File: src/rtl/board_ram_arbiter.sv
// board_ram_arbiter: shares the playfield RAM between the display fetch path (priority)
// and the game-logic port, with a starvation counter forcing game grants through.
module board_ram_arbiter #(
    parameter int ROWS       = 20,
    parameter int COLS       = 10,
    parameter int CW         = 3,
    parameter int AW         = 8,
    parameter int STARVE_MAX = 8
) (
    input  logic          i_clk,
    input  logic          i_reset,
    input  logic          i_disp_req,
    input  logic [4:0]    i_disp_row,
    input  logic [3:0]    i_disp_col,
    output logic          o_disp_valid,
    output logic [CW-1:0] o_disp_color,
    output logic          o_disp_miss,
    input  logic          i_g_req,
    input  logic          i_g_we,
    input  logic [4:0]    i_g_row,
    input  logic [3:0]    i_g_col,
    input  logic [CW-1:0] i_g_wdata,
    output logic          o_g_ack,
    output logic [CW-1:0] o_g_rdata,
    output logic [AW-1:0] o_ram_addr,
    output logic          o_ram_we,
    output logic [CW-1:0] o_ram_wdata,
    input  logic [CW-1:0] i_ram_rdata
);
    localparam int WW = $clog2(STARVE_MAX + 1);
    typedef enum logic [1:0] {G_IDLE, G_ISSUED, G_RESP} g_state_t;
    typedef struct packed {
        logic dv;
        logic dmiss;
        logic door;
        logic gv;
        logic gwe;
        logic goor;
    } slot_t;
    g_state_t      r_g_state;
    logic [WW-1:0] r_wait;
    slot_t         r_p1, r_p2, w_p0;
    logic          w_g_idle, w_g_win, w_d_win, w_d_oor, w_g_oor;
    logic [AW-1:0] w_d_addr, w_g_addr;
    assign w_d_oor  = 32'(i_disp_row) >= ROWS || 32'(i_disp_col) >= COLS;
    assign w_g_oor  = 32'(i_g_row) >= ROWS || 32'(i_g_col) >= COLS;
    assign w_d_addr = AW'(32'(i_disp_row) * COLS + 32'(i_disp_col));
    assign w_g_addr = AW'(32'(i_g_row) * COLS + 32'(i_g_col));
    assign w_g_idle = r_g_state == G_IDLE;
    assign w_g_win  = i_g_req && w_g_idle && (!i_disp_req || 32'(r_wait) >= STARVE_MAX);
    assign w_d_win  = i_disp_req && !w_g_win;
    // A display request that loses to a forced game grant still produces a (miss) response.
    assign w_p0 = '{dv: i_disp_req, dmiss: i_disp_req && w_g_win, door: w_d_oor,
                    gv: w_g_win, gwe: i_g_we, goor: w_g_oor};
    always_ff @(posedge i_clk or posedge i_reset) begin
        if (i_reset) begin
            r_g_state    <= G_IDLE;
            r_wait       <= '0;
            r_p1         <= '0;
            r_p2         <= '0;
            o_ram_addr   <= '0;
            o_ram_we     <= 1'b0;
            o_ram_wdata  <= '0;
            o_disp_valid <= 1'b0;
            o_disp_color <= '0;
            o_disp_miss  <= 1'b0;
            o_g_ack      <= 1'b0;
            o_g_rdata    <= '0;
        end else begin
            r_p1     <= w_p0;
            r_p2     <= r_p1;
            o_ram_we <= w_g_win && i_g_we && !w_g_oor;
            if (w_g_win && !w_g_oor) begin
                o_ram_addr  <= w_g_addr;
                o_ram_wdata <= i_g_wdata;
            end else if (w_d_win && !w_d_oor) begin
                o_ram_addr <= w_d_addr;
            end
            r_wait <= (!i_g_req || w_g_win) ? '0 :
                      (w_g_idle && i_disp_req && 32'(r_wait) < STARVE_MAX) ? r_wait + 1'b1 : r_wait;
            r_g_state <= w_g_idle ? (w_g_win ? G_ISSUED : G_IDLE) :
                         r_g_state == G_ISSUED ? G_RESP : G_IDLE;
            // Responses land two edges after the grant, once the synchronous RAM has answered.
            o_disp_valid <= r_p2.dv;
            o_disp_miss  <= r_p2.dmiss;
            if (r_p2.dv && !r_p2.dmiss)
                o_disp_color <= r_p2.door ? '0 : i_ram_rdata;
            o_g_ack <= r_p2.gv;
            if (r_p2.gv)
                o_g_rdata <= (r_p2.gwe || r_p2.goor) ? '0 : i_ram_rdata;
        end
    end
endmodule

File: config.mk
export PLATFORM = sky130hd
export DESIGN_NAME = board_ram_arbiter
export DESIGN_NICKNAME = d
export VERILOG_FILES = /design/src/rtl/board_ram_arbiter.sv
export SDC_FILE = /design/constraint.sdc
export NUM_CORES = 1
export LEC_CHECK = 0
export BUFFER_PORTS_ARGS = -buffer_cell sky130_fd_sc_hd__buf_2
export CAP_MARGIN = 10
export CORE_MARGIN = 4
export CORE_UTILIZATION = 35
export DETAILED_ROUTE_END_ITERATION = 8
export PLACE_DENSITY_LB_ADDON = 0.05
export SYNTH_ARGS = -nofsm -noshare
export SYNTH_HDL_FRONTEND = slang
export SYNTH_SLANG_ARGS = --single-unit
File: constraint.sdc
create_clock -name i_clk -period 3 [get_ports i_clk]
set_input_delay 0.75 -clock i_clk [delete_from_list [all_inputs] [get_ports i_clk]]
set_output_delay 0.75 -clock i_clk [all_outputs]
set_load 0.03 [all_outputs]
Word-level counts from Yosys, hierarchy flattened:

Index checks and enable logic that the tools add are counted.

* order comparisons: 6
* divide/modulo/power cells: 0
* bitwise logic cells: 0
* equal/unequal tests: 1
* $mul: 2
* reduce and logical (&&, ||, !) cells: 25
* shift operators: 0
* muxes and demuxes: 9
* add/sub/neg operators: 3

Operator list (number)
* $add A8 B4 Y8: 2
* $mux W8: 2
* $mul A5 B3 Y7 const B: 2
* $ge A4 B4 Y1 const B: 3
* $logic_and A1 B1 Y1: 11
* $ge A5 B5 Y1 const B: 2
* $mux W4: 2
* $logic_not A1 Y1: 6
* $mux W3: 2
* $logic_or A1 B1 Y1: 5
* $add A4 B1 Y4 const B: 1
* $lt A4 B4 Y1 const B: 1
* $mux W2: 2
* $reduce_bool A2 Y1: 2
* $eq A2 B1 Y1 const B: 1
* $logic_not A2 Y1: 1
* $mux W1: 1

* ROM bits: 0
* bits in latches: 0
* flip-flop bits (word level): 39
* bits in writable memories: 0
* output and inout port bits: 21
* logic and storage cells: 68
* memories: 0

Longest topological paths before layout:

* depth after elaboration: 8
* gate-level depth with buffers: 8

Worst setup path after synthesis:

Ideal clock, no wire load.

* kind: input to register
* from: input i_disp_row[1]
* to: register o_ram_addr[7]
* stages on the path: 8
* buffers on the path: 0
* library setup time: 0.126 ns
* slack: 0.392 ns
* arrival time: 2.482 ns
* path through: ha_1 > ha_1 > fa_1 > xor2_1 > o2111ai_1 > xor3_1 > nor2_1 > o22ai_1

* word-level cells in the longest chain between the ends: 5
* elaborated cells between the ends (all ways): 9
* classes of those cells: add/sub: 1; mul: 1; order compare: 1; mux: 2; reduce/logical: 4

RTL lines
* from (decl): line 13 `input logic [4:0] i_disp_row,`
* branches (longest 5 deep; another with $add A8 B4 Y8)
* to (signal assigned): line 74 `o_ram_addr <= w_g_addr;`
* to (signal assigned): line 77 `o_ram_addr <= w_d_addr;`
* to (decl): line 25 `output logic [AW-1:0] o_ram_addr,`

Parallel ways; which one is timed is not known. The select of a mux whose other input is x is not followed.
A chain may end at the register's enable or synchronous reset.

Worst setup path in the final report:

Same ends and word-level chain as after synthesis.

==> implementation parameters <==
Parameter                              Value

Placement
  Cell area reported after detailed placement    2380 µm²
  Detail Placement HPWL    3.26 mm
  Routability Congestion    0.756
  IO buf count    49

Critical path
  Slowest stage delay, CP    0.38 ns
  Crit path max-delay cell type    fa_1
  Cell-by-cell trace of the critical path    buf_2 > ha_1 > ha_1 > fa_1 > xor2_1 > o2111ai_1 > xor3_1 > nor2_1 > o22ai_1
  Worst reg2reg startpoint    r_g_state[0]
  Worst setup path startpoint    i_disp_row[1]
  Crit path buffers/inverters    1
  Endpoint class of the critical path    flip-flop
  Worst Path Arrival    2.72 ns
  Cell class contributing the biggest share of worst-path delay    adder cells
  Reg2reg path depth    5
  Capturing instance or port of the critical path    o_ram_addr[7]
  Required time worst endpoint    3.16 ns
  Largest fanout of any net on the critical path    3
  Reg2Reg Setup Slack    1.26 ns
  Instance count on the critical path    9
  Critical path startpoint category    input pin
  Critical path type    in2reg
  Crit path top cell by count    ha_1
  Worst r2r dst    o_ram_addr[3]

Cells and area
  Post-route design area    2490 µm²
  Number of diodes added for antenna fixing    0
  Total area of multi-input combinational cells    1010 µm²
  Final nets    297
  Fill count    581
  Share of post-route cells with drive strength above 1    27.3%
  Layout overhead on the synthesized area    20.4%
  Post-layout utilization of the core    44.5%
  Sequential standard cell area    976 µm²

Clock tree
  Count of hold buffers inserted by post-cts repair    0
  Number of buffers inserted to repair setup after CTS    0
  Clock root buffer master    clkbuf_8
  Clock sink count    39
  Clock slew at the register clock pins of the worst setup and hold paths    0.08 ns
  Total clock buffers created by CTS    5
  Post-CTS resize count    0
  Maximum number of buffers from clock root to sink    2
  H-tree levels    2
  Clock tree from TritonCTS    done
  Later-pin clock latency in the skew report    0.29 ns

Pwr
  Leakage Power    1.27 nW
  Worst vdd rail ir drop    0.000310 V
  Power density over cell area    588 nW/µm²

Route
  ANT nets after route    0
  Drt first pass iters    4
  Vias per Instance    4.79
  Total DRC errors in the routed layout    0
  DR iter-0 viols    19
  Total via count after detailed routing    1517
  Post-detailed-route wirelength per cell    13.1 µm
  Routed Wire Length    4.15 mm

Timing
  Worst Clk Skew    0.00342 ns
  Total negative slack for setup checks    0 ns
  Pins Over Slew Limit    0
  Final worst-path cycle share    85.4%
  Slew headroom    61.1%
  # setup viols final    0
  Maximum clock rate    391 MHz
  Fin. Hold Viols    0
  Slew at the pin with the worst max-slew slack    0.583 ns
  Min Tclk post-route    2.56 ns
  Unrepaired setup endpoints after global routing    no

Synthesis
  Share of synthesized area spent on multiplexers    2.11%
  Area contributors post-synth    dfrtp_1, ha_1, fa_1, o21ai_0, nand2_1
  Top-area cell type share of the netlist area    47.1%
  Synthesized netlist net count    243
  Top FF cell, synth    dfrtp_1
  Mapped Area    2070 µm²
  Yosys synthesis warning count    0
  Adder-cell share of the synthesized area    15.9%
  Main combinational cell family by area after synthesis    adder cells
  Number of enable-type register cells in the synthesized netlist    0
  Number of different library cells in the post-synthesis netlist    38
  FF+latch count, synth    39
  Cell taking the most area after synthesis    dfrtp_1
  Simple-gate area share of the yosys netlist    12.6%
  Proportion of register bits with asynchronous set or reset after synthesis    100%
  Post-Synth XOR/XNOR Area    5.37%
  Post-synthesis instance total    190
  Compound-gate portion of the synthesized area    12.7%
  Mean instance size in the synthesized netlist    10.9 µm²
  Register area share after synthesis    47.1%

Global routing
  Pin count of the biggest net entering global routing    40
  Number of antenna violations at the first check in global routing    0
  Global-route wire length before repair    7.01 mm
  Number of global-route vias before repair    1506
  Aggregate global routing overflow    0
  Total global routing track utilization    12.2%

Run status
  Status    finished clean

Floorplanning
  Area of the die    7210 µm²
  Num ports    50
  Vert. Die Dim    84.9 µm
  Floorplan core area    5610 µm²
  Initial standard-cell utilization of the core    36.9%
  Width of the chip    84.9 µm
  Std-Cell Rows    27

Job
  Max-Cap Viols    0

Worst hold path
  Hold/Removal Path Class    reg2reg
## layout make-up
type	instances	area share [%]
Multi-Input combinational cell	134	40.5
Sequential cell	39	39.1
Timing Repair Buffer	50	10.1
Tap cell	72	3.61
Clock buffer	5	2.76
Inverter	14	2.11
Clock inverter	3	1.76
## state kept, by name (all words and copies together) (netlist names)
signal	flops
o_disp_color	3
o_disp_miss	1
o_disp_valid	1
o_g_ack	1
o_g_rdata	3
o_ram_addr	8
o_ram_wdata	3
o_ram_we	1
r_g_state	2
r_p1	6
r_p2	6
r_wait	4
## power by group
part           total, mW  internal (mW)  switching [mW]
Sequential         0.621          0.589          0.0319
Clock              0.435          0.248           0.187
Combinational      0.411          0.154           0.257
Total               1.47          0.991           0.477
## how the worst min path moves through the flow
stage,startpoint,endpoint,slack [ns],cells after the start
global route,r_p1[3],r_p2[3],0.36,0
floorplan,r_p1[0],r_p2[0],0.33,0
detailed placement,r_p1[4],r_p2[4],0.33,0
global placement,r_p1[2],r_p2[2],0.33,0
CTS,r_p1[4],r_p2[4],0.35,0
finish,r_p1[4],r_p2[4],0.35,0
## through the flow
stage / total power [mW] / hold slack [ns] / instances / worst slack (ns)
finish: 1.47 / 0.352 / 317 / 0.439
global route: 1.56 / 0.356 / 317 / 0.358
CTS: 1.49 / 0.354 / 317 / 0.447
detailed placement: 1.05 / 0.335 / 309 / 0.136
global placement: 1.05 / 0.332 / 309 / 0.156
floorplan: 0.925 / 0.331 / 190 / 0.392
## Yosys cell counts, types with 2 or more instances
master and n:
mux2_2 3, a31oi_1 3, ha_1 20, xor2_1 5
fa_1 4, xnor2_1 5, dfrtp_1 39, a21oi_1 8
o2111ai_1 2, nor3_1 3, nor2_1 11, buf_6 3
nand2_1 17, nand3_1 3, inv_1 13, a21boi_0 2
and2_1 2, a21o_1 4, nor2b_1 6, o21ai_0 15
nand2b_1 5
## cells by family after synthesis
group / after synthesis
buf+inv: 17
flops: 39
compound gates: 42
simple gates: 53
mux: 4
xor+xnor: 11
fa+ha+maj: 24
## placed cells by master (no fill, tap or decap), types with 6 or more instances in the layout
cell type   n
a21oi_1     8
buf_2      49
dfrtp_1    39
ha_1       20
inv_1      13
nand2_1    17
nor2_1     11
nor2b_1     6
o21ai_0    15
## per-layer routing
metal / GRT usage [%] / share of wire, % / vias up
li1: - / - / 757
met1: 15.8 / 46 / 718
met2: 19.1 / 47 / 34
met3: 3.69 / 5.4 / 8
met4: 4.32 / 1.7 / 0
met5: 0 / 0 / -
No activity file was read; power rests on OpenSTA's default activity.
